### config.mk
export PLATFORM = sky130hd
export DESIGN_NAME = wb_byte_loader_flat
export DESIGN_NICKNAME = d
export VERILOG_FILES = /design/src/rtl/wb_byte_loader_if.sv /design/src/rtl/wb_byte_loader.sv /design/src/flat_wrapper.sv
export SDC_FILE = /design/constraint.sdc
export NUM_CORES = 1
export LEC_CHECK = 0
export CAP_MARGIN = 20
export CORE_MARGIN = 5
export CORE_UTILIZATION = 44
export CTS_BUF_LIST = sky130_fd_sc_hd__clkbuf_4 sky130_fd_sc_hd__clkbuf_8 sky130_fd_sc_hd__clkbuf_16
export DETAILED_ROUTE_END_ITERATION = 6
export PLACE_DENSITY = 0.84
export SLEW_MARGIN = 20
export SYNTH_ARGS = -nofsm -noshare
export SYNTH_HDL_FRONTEND = slang
export SYNTH_SLANG_ARGS = --single-unit
### constraint.sdc
create_clock -name i_wb_clk -period 1.9 [get_ports i_wb_clk]
set_clock_uncertainty 0.2 [all_clocks]
set_input_delay 0.38 -clock i_wb_clk [delete_from_list [all_inputs] [get_ports i_wb_clk]]
set_output_delay 0.38 -clock i_wb_clk [all_outputs]
set_load 0.1 [all_outputs]
### src/rtl/wb_byte_loader_if.sv
// Byte-stream and Wishbone master signals of the byte loader, bundled so the
// loader and its environment (byte source plus RAM slave) connect through one port.
interface wb_byte_loader_if #(
    parameter int aw = 32
);
    logic [7:0]    i_byte_dat;
    logic          i_byte_vld;
    logic          o_byte_rdy;

    logic [aw-3:0] o_wb_adr;
    logic [31:0]   o_wb_dat;
    logic [3:0]    o_wb_sel;
    logic          o_wb_we;
    logic          o_wb_cyc;
    logic          i_wb_ack;

    modport master (
        input  i_byte_dat, i_byte_vld, i_wb_ack,
        output o_byte_rdy, o_wb_adr, o_wb_dat, o_wb_sel, o_wb_we, o_wb_cyc
    );

    modport slave (
        output i_byte_dat, i_byte_vld, i_wb_ack,
        input  o_byte_rdy, o_wb_adr, o_wb_dat, o_wb_sel, o_wb_we, o_wb_cyc
    );
endinterface

### src/rtl/wb_byte_loader.sv
// Packs a little-endian byte stream into 32-bit words and writes each word to
// consecutive Wishbone word addresses starting at a programmed base.
module wb_byte_loader #(
    parameter int aw = 32,
    parameter int lw = 16
) (
    input  logic          i_wb_clk,
    input  logic          i_rst_n,
    input  logic          i_start,
    input  logic [aw-3:0] i_base_adr,
    input  logic [lw-1:0] i_len,
    output logic          o_busy,
    output logic          o_done,
    wb_byte_loader_if.master bus
);

    typedef enum logic [1:0] {
        IDLE,
        COLLECT,
        WRITE,
        DONE
    } state_t;

    localparam logic [aw-3:0] ADR_ONE = {{(aw-3){1'b0}}, 1'b1};
    localparam logic [lw-1:0] LEN_ONE = {{(lw-1){1'b0}}, 1'b1};

    state_t        state_q, state_d;
    logic [aw-3:0] adr_q, adr_d;
    logic [31:0]   dat_q, dat_d;
    logic [3:0]    sel_q, sel_d;
    logic          we_q, we_d;
    logic          cyc_q, cyc_d;
    logic          rdy_q, rdy_d;
    logic          busy_q, busy_d;
    logic          done_q, done_d;
    logic [lw-1:0] rem_q, rem_d;
    logic [1:0]    lane_q, lane_d;

    // Every output is the registered copy of the next-value computed below, so
    // cyc/rdy/busy change on the same edge as the state transition causing them.
    always_ff @(posedge i_wb_clk or negedge i_rst_n) begin
        if (!i_rst_n) begin
            state_q <= IDLE;
            adr_q   <= '0;
            dat_q   <= '0;
            sel_q   <= '0;
            we_q    <= 1'b0;
            cyc_q   <= 1'b0;
            rdy_q   <= 1'b0;
            busy_q  <= 1'b0;
            done_q  <= 1'b0;
            rem_q   <= '0;
            lane_q  <= '0;
        end else begin
            state_q <= state_d;
            adr_q   <= adr_d;
            dat_q   <= dat_d;
            sel_q   <= sel_d;
            we_q    <= we_d;
            cyc_q   <= cyc_d;
            rdy_q   <= rdy_d;
            busy_q  <= busy_d;
            done_q  <= done_d;
            rem_q   <= rem_d;
            lane_q  <= lane_d;
        end
    end

    always_comb begin
        state_d = state_q;
        adr_d   = adr_q;
        dat_d   = dat_q;
        sel_d   = sel_q;
        we_d    = we_q;
        cyc_d   = cyc_q;
        rdy_d   = rdy_q;
        busy_d  = busy_q;
        done_d  = 1'b0;
        rem_d   = rem_q;
        lane_d  = lane_q;

        case (state_q)
            IDLE: begin
                if (i_start) begin
                    adr_d  = i_base_adr;
                    rem_d  = i_len;
                    lane_d = '0;
                    dat_d  = '0;
                    sel_d  = '0;
                    if (i_len != '0) begin
                        state_d = COLLECT;
                        busy_d  = 1'b1;
                        rdy_d   = 1'b1;
                    end else begin
                        state_d = DONE;
                    end
                end
            end

            COLLECT: begin
                if (bus.i_byte_vld && rdy_q) begin
                    dat_d[{lane_q, 3'b000} +: 8] = bus.i_byte_dat;
                    sel_d[lane_q]                = 1'b1;
                    lane_d                       = lane_q + 2'd1;
                    rem_d                        = rem_q - LEN_ONE;
                    if (lane_q == 2'd3 || rem_q == LEN_ONE) begin
                        state_d = WRITE;
                        rdy_d   = 1'b0;
                        cyc_d   = 1'b1;
                        we_d    = 1'b1;
                    end
                end
            end

            // The slave toggles ack while cyc stays high, so cyc is dropped on
            // the acknowledged edge and only re-raised after another byte.
            WRITE: begin
                if (bus.i_wb_ack) begin
                    cyc_d  = 1'b0;
                    we_d   = 1'b0;
                    sel_d  = '0;
                    dat_d  = '0;
                    lane_d = '0;
                    adr_d  = adr_q + ADR_ONE;
                    if (rem_q != '0) begin
                        state_d = COLLECT;
                        rdy_d   = 1'b1;
                    end else begin
                        state_d = DONE;
                        busy_d  = 1'b0;
                    end
                end
            end

            DONE: begin
                done_d  = 1'b1;
                state_d = IDLE;
            end

            default: begin
                state_d = IDLE;
            end
        endcase
    end

    assign bus.o_wb_adr   = adr_q;
    assign bus.o_wb_dat   = dat_q;
    assign bus.o_wb_sel   = sel_q;
    assign bus.o_wb_we    = we_q;
    assign bus.o_wb_cyc   = cyc_q;
    assign bus.o_byte_rdy = rdy_q;
    assign o_busy         = busy_q;
    assign o_done         = done_q;

endmodule

### src/flat_wrapper.sv
// flat-port wrapper written by rule: the top's interface ports become plain ports
module wb_byte_loader_flat 
#(
    parameter int aw = 32,
    parameter int lw = 16
)
  (i_wb_clk, i_rst_n, i_start, i_base_adr, i_len, o_busy, o_done, bus_i_byte_dat, bus_i_byte_vld, bus_i_wb_ack, bus_o_byte_rdy, bus_o_wb_adr, bus_o_wb_dat, bus_o_wb_sel, bus_o_wb_we, bus_o_wb_cyc);
  wb_byte_loader_if #(.aw(aw)) bus_i ();
  input  logic i_wb_clk;
  input  logic i_rst_n;
  input  logic i_start;
  input  logic [aw-3:0] i_base_adr;
  input  logic [lw-1:0] i_len;
  output logic o_busy;
  output logic o_done;
  input wire logic [$bits(bus_i.i_byte_dat)-1:0] bus_i_byte_dat;
  input wire logic [$bits(bus_i.i_byte_vld)-1:0] bus_i_byte_vld;
  input wire logic [$bits(bus_i.i_wb_ack)-1:0] bus_i_wb_ack;
  output wire logic [$bits(bus_i.o_byte_rdy)-1:0] bus_o_byte_rdy;
  output wire logic [$bits(bus_i.o_wb_adr)-1:0] bus_o_wb_adr;
  output wire logic [$bits(bus_i.o_wb_dat)-1:0] bus_o_wb_dat;
  output wire logic [$bits(bus_i.o_wb_sel)-1:0] bus_o_wb_sel;
  output wire logic [$bits(bus_i.o_wb_we)-1:0] bus_o_wb_we;
  output wire logic [$bits(bus_i.o_wb_cyc)-1:0] bus_o_wb_cyc;
  assign bus_i.i_byte_dat = bus_i_byte_dat;
  assign bus_i.i_byte_vld = bus_i_byte_vld;
  assign bus_i.i_wb_ack = bus_i_wb_ack;
  assign bus_o_byte_rdy = bus_i.o_byte_rdy;
  assign bus_o_wb_adr = bus_i.o_wb_adr;
  assign bus_o_wb_dat = bus_i.o_wb_dat;
  assign bus_o_wb_sel = bus_i.o_wb_sel;
  assign bus_o_wb_we = bus_i.o_wb_we;
  assign bus_o_wb_cyc = bus_i.o_wb_cyc;
  wb_byte_loader #(.aw(aw), .lw(lw)) u_core (.i_wb_clk(i_wb_clk), .i_rst_n(i_rst_n), .i_start(i_start), .i_base_adr(i_base_adr), .i_len(i_len), .o_busy(o_busy), .o_done(o_done), .bus(bus_i));
endmodule
Yosys cells after proc, flatten, opt, wreduce, memory -nomap -nowiden
Cells that the tools add are included.
{"block": "totals", "mem_bits_rw": 0, "mem_count": 0, "reg_bits": 90, "inputBits": 59, "romBits": 0, "word_cells": 91, "latchBits": 0}
{"block": "op_classes", "n_bitwise": 1, "shifts": 2, "n_eq_ne": 12, "n_reduce_logical": 17, "n_addsub": 4, "mux": 43, "order_cmp": 2, "n_div": 0, "mul": 0}
{"op": "2-to-1 mux 32 bit", "n": 3}
{"op": "case mux 32 bit (3 select lines)", "n": 1}
{"op": "2-to-1 mux 30 bit", "n": 2}
{"op": "case mux 30 bit (2 select lines)", "n": 1}
{"op": "bitwise mux 32 bit", "n": 1}
{"op": "2-to-1 mux 16 bit", "n": 2}
{"op": "case mux 16 bit (2 select lines)", "n": 1}
{"op": "nonzero test 16 bit", "n": 2}
{"op": "variable shift 8 x 7 -> 32 bit (first input constant)", "n": 1}
{"op": "variable part select 8 x 7 -> 32 bit", "n": 1}
{"op": "adder 30 x 1 -> 30 bit (second input constant)", "n": 1}
{"op": "2-to-1 mux 2 bit", "n": 9}
{"op": "equality test 16 x 1 -> 1 bit (second input constant)", "n": 1}
{"op": "subtractor 16 x 1 -> 16 bit (second input constant)", "n": 1}
{"op": "2-to-1 mux 1 bit", "n": 13}
{"op": "2-to-1 mux 4 bit", "n": 3}
{"op": "case mux 4 bit (3 select lines)", "n": 1}
{"op": "AND reduction 4 bit", "n": 3}
{"op": "!= test 2 x 1 -> 1 bit (second input constant)", "n": 4}
{"op": "case mux 2 bit (4 select lines)", "n": 1}
{"op": "negator 5 -> 7 bit", "n": 1}
{"op": "AND reduction 7 bit", "n": 1}
{"op": "equality test 2 bit (second input constant)", "n": 3}
{"op": "!= test 2 bit (second input constant)", "n": 3}
{"op": "other kinds (16)", "n": 21}

Logic depth before layout (Yosys ltp)
{"block": "logic_depth", "ltp_word": 7, "depth_mapped": 8, "depth_no_buf": 7}

Worst setup path after synthesis
OpenSTA, ideal clock, no wires.
{"block": "synth_path", "path_type": "register -> register", "from": "register u_core.adr_q[0], in the netlist u_core.bus.o_wb_adr[0]", "to": "register u_core.adr_q[24], in the netlist u_core.bus.o_wb_adr[24]", "synth_period_minus_slack_ns": 2.667, "required_ns": 1.605, "setup_ns": 0.095, "arrival_ns": 2.373, "path_slack_ns": -0.767, "path_stages_with_launch": 7, "cell_sequence": "dfrtp_1 > ha_1 > nand3_1 > nor3_4 > and2_1 > a311oi_1 > a211oi_1"}
{"block": "synth_between", "elab_chain_cells": 3}
{"element": "from (decl)", "line": "wb_byte_loader.sv:28", "source": "logic [aw-3:0] adr_q, adr_d;"}
{"element": "from (signal assigned)", "line": "wb_byte_loader.sv:56", "source": "adr_q <= adr_d;"}
{"element": "adder 30 x 1 -> 30 bit", "line": "wb_byte_loader.sv:124", "source": "adr_d = adr_q + ADR_ONE;"}
{"element": "2-to-1 mux 30 bit", "line": "wb_byte_loader.sv:118", "source": "if (bus.i_wb_ack) begin"}
{"element": "case mux 30 bit (2 select lines)", "line": "wb_byte_loader.sv:82", "source": "case (state_q)"}
Every way passes these cells. The select of a mux whose other input is x is not followed.
A chain may end at the register's enable or synchronous reset.

Worst setup path in the final report
{"block": "layout_path", "from": "register u_core.rem_q[7]", "to": "register u_core.state_q[1]"}
{"block": "layout_between", "elab_chain_cells": 4}
{"element": "from (decl)", "line": "wb_byte_loader.sv:36", "source": "logic [lw-1:0] rem_q, rem_d;"}
{"element": "from (signal assigned)", "line": "wb_byte_loader.sv:64", "source": "rem_q <= rem_d;"}
{"element": "nonzero test 16 bit or equality test 16 x 1 -> 1 bit (tied branches)", "line": "wb_byte_loader.sv:125, wb_byte_loader.sv:106"}
{"element": "2-to-1 mux 2 bit or logical OR 1 bit (tied branches)", "line": "wb_byte_loader.sv:125, wb_byte_loader.sv:106"}
{"element": "2-to-1 mux 2 bit or != test 2 x 1 -> 1 bit (tied branches)"}
{"element": "case mux 2 bit (4 select lines) or AND reduction 4 bit (tied branches)"}
{"element": "to (signal assigned)", "line": "wb_byte_loader.sv:55", "source": "state_q <= state_d;"}
{"element": "to (decl)", "line": "wb_byte_loader.sv:27", "source": "state_t state_q, state_d;"}
Parallel ways exist; a longest one is shown, timed or not. The select of a mux whose other input is x is not followed.

==> run_results.csv <==
group,metric,value,unit
die,die_area,0.0134,mm2
pwr,powerDensity,1890,mW/mm2
worst_setup_path,startpoint_type,"register",
detailed_routing,wl_met3,1150,um
clock_network,cts_tree,"built",
die,rows,38,
synthesis,synth-seq-cells,90,
timing,setup_tns,-149,ps
die,start_util,0.452,
timing,min_period,1940,ps
placement,gp_congestion,0.893,
cells_and_area,nFillCells,667,
synthesis,yosys_warnings,0,
timing,hold_viol,0,
cells_and_area,final_cell_mix,"78 x nand2_1, 77 x buf_12, 74 x buf_4, 59 x dfrtp_1, 46 x clkdlybuf4s50_1",
grt,grt_max_degree,91,
clock_network,clock_latency,360,ps
cells_and_area,multiInputGateArea,0.00277,mm2
placement,place_inst,853,
timing,rsz0062_at_grt,"yes",
detailed_routing,first_pass_iters,5,
cells_and_area,layoutNonFillerInstCount,895,
clock_network,numCtsBuffers,9,
worst_setup_path,critPathRequiredTime,1970,ps
die,die_w,116,um
run,max_cap_viol_count,0,
die,dieHeight,116,um
run_status,status,"finished with violations",
timing,maxSlewHeadroom,0.642,
synthesis,postSynthAreaPerCell,8.91,um2
synthesis,async_flop_share,1.00,
placement,portBuffers,129,
synthesis,synth_edf_count,0,
detailed_routing,wl_per_cell,19.0,um
timing,setup_violations,7,
cells_and_area,regArea,0.00235,mm2
grt,first_global_vias,5374,
clock_network,cts.path.max_buffers,2,
detailed_routing,drc_errors,0,
detailed_routing,highest_layer,"met4",
pwr,vdd_drop_max,1.42,mV
cells_and_area,final_util,0.770,
clock_network,cts.sinks,90,
timing,worst_pin_slew,538,ps
clock_network,ctsHtreeMaxLevel,3,
grt,track_usage,0.236,
synthesis,netlist_area,0.00492,mm2
worst_setup_path,crit_path_end_kind,"register",
synthesis,synth-seq-area-share,0.458,
worst_setup_path,startpoint,"u_core.rem_q[7]",
grt,grt_pass1_wl,25600,um
die,core,0.0109,mm2
cells_and_area,final_common_cell,"nand2_1",
synthesis,syn_nets,619,
cells_and_area,drive_gt1_frac,0.362,
worst_setup_path,r2r_slack,-40,ps
placement,hpwl,11900,um
detailed_routing,wl_met2,8900,um
detailed_routing,num_vias,5389,
cells_and_area,n_antenna_cell,0,
timing,maxSlewViolCount,0,
die,ios,130,
grt,grt_overflow_total,0,
timing,fin_crit_sh,1.02,
cells_and_area,syn2layout_area_growth,70.5,%
synthesis,synth_ff_type,"dfrtp_1",
clock_network,cts-root-buf,"clkbuf_8",
detailed_routing,finalWirelength,17000,um
cells_and_area,layout.nets,817,
detailed_routing,wl_met1,6450,um
detailed_routing,drtIter0Drc,443,
clock_network,clk_pin_slew,100,ps
detailed_routing,viasPerCell,6.02,
pwr,p_leak,3.46,nW
synthesis,postSynthCellCount,552,
worst_setup_path,cp_data_arrival_time,2020,ps
worst_setup_path,r2r_start,"u_core.rem_q[7]",
placement,post_dp_cell_area,0.00764,mm2
run_status,violations,"negative setup slack",
detailed_routing,drtAntennaViolNets,0,
grt,antenna_found_initial,0,
worst_hold_path,hp-start,"i_len[0]",
worst_setup_path,path_max_fanout,4,
worst_hold_path,min_path_type,"in2reg",
timing,fin_ws,-44.5,ps
timing,max_freq,514,MHz
cells_and_area,fin_area,0.00838,mm2
worst_setup_path,critPathKind,"reg2reg",
synthesis,ys_types,57,
==> worst paths after layout <==
kind / endpoint / depth (start not counted)
setup / recovery: u_core.state_q[1] / 6
hold / removal: u_core.rem_q[0] / 3
setup reg to reg: u_core.state_q[1] / 6
hold reg to reg: u_core.rem_q[15] / 1
max in group asynchronous: u_core.state_q[0] / 3
min in group asynchronous: u_core.bus.o_wb_adr[3] / 3
==> registers in the layout (all words and copies together), names as in the netlist <==
signal and cells:
u_core.rem_q 16, u_core.bus.o_byte_rdy 1, u_core.bus.o_wb_dat 32, u_core.bus.o_wb_adr 30
u_core.bus.o_wb_we 1, u_core.o_busy 1, u_core.o_done 1, u_core.state_q 2
u_core.bus.o_wb_sel 4, u_core.lane_q 2
==> cells in the mapped netlist, types with 6 or more instances <==
| cell type | count | area [um2] |
|---|---|---|
| dfrtp_1 | 90 | 2250 |
| nand2_1 | 82 | 308 |
| o21ai_0 | 61 | 305 |
| a21oi_1 | 48 | 240 |
| nor2_1 | 34 | 128 |
| nor3_1 | 17 | 85.1 |
| nand3_1 | 15 | 75.1 |
| o22ai_1 | 14 | 87.6 |
| buf_2 | 12 | 60.1 |
| clkbuf_1 | 12 | 45.0 |
| inv_1 | 12 | 45.0 |
| nand4_1 | 11 | 68.8 |
| a22oi_1 | 10 | 75.1 |
| a22o_1 | 9 | 78.8 |
| a2bb2oi_1 | 8 | 70.1 |
| ha_1 | 8 | 100 |
| and3_1 | 7 | 43.8 |
| buf_4 | 7 | 52.6 |
| o2bb2ai_1 | 7 | 61.3 |
| a311oi_1 | 6 | 52.6 |
| and2_1 | 6 | 37.5 |
==> critical path, stage by stage (launching register included) <==
cell and delay, ps:
dfrtp_1 450, nor4_4 400, nand4_1 180, a211oi_2 260
buf_4 170, inv_1 40, o22ai_1 140
==> what timing repair did <==
action                                  CTS  global route
pin swaps                                 8            28
buffers inserted                          4            17
cloned                                    0             4
resized for setup                        12            84
endpoints found under the setup margin   31            64
endpoints found under the hold margin    90             0
hold buffers                              1             0
==> routing by layer <==
layer | GRT usage | vias to the layer above
li1 | - | 2445
met1 | 0.287 | 2619
met2 | 0.418 | 279
met3 | 0.0329 | 46
met4 | 0.104 | 0
met5 | 0 | -
==> final cells by class <==
cell class,count,share of cell area
Clock buffer,10,0.0164
Clock inverter,6,0.00866
Inverter,12,0.00537
Multi-Input combinational cell,416,0.331
Sequential cell,90,0.280
Tap cell,140,0.0209
Timing Repair Buffer,221,0.338
==> power breakdown <==
part	internal, W	switching [W]	total (W)
Sequential	0.00284	0.00118	0.00402
Combinational	0.00395	0.00652	0.0105
Clock	0.000661	0.000729	0.00139
Total	0.00745	0.00843	0.0159
==> through the flow <==
| stage | hold slack, ps | setup slack (ps) | power, W |
|---|---|---|---|
| after floorplan | -116 | -67.8 | 0.00975 |
| after global placement | 259 | -445 | 0.0135 |
| after detailed placement | 262 | -516 | 0.0138 |
| after CTS | 271 | -42.5 | 0.0153 |
| after global routing | 178 | -169 | 0.0165 |
| final | 142 | -44.5 | 0.0159 |
==> kinds of logic after synthesis <==
| group | Yosys count | share of synthesized area |
|---|---|---|
| flops | 90 | 0.458 |
| simple gates | 210 | 0.222 |
| fa+ha+maj | 8 | 0.0204 |
| compound gates | 195 | 0.248 |
| buf+inv | 47 | 0.0476 |
| mux | 2 | 0.00407 |
Power figures use the tool's default switching activity.
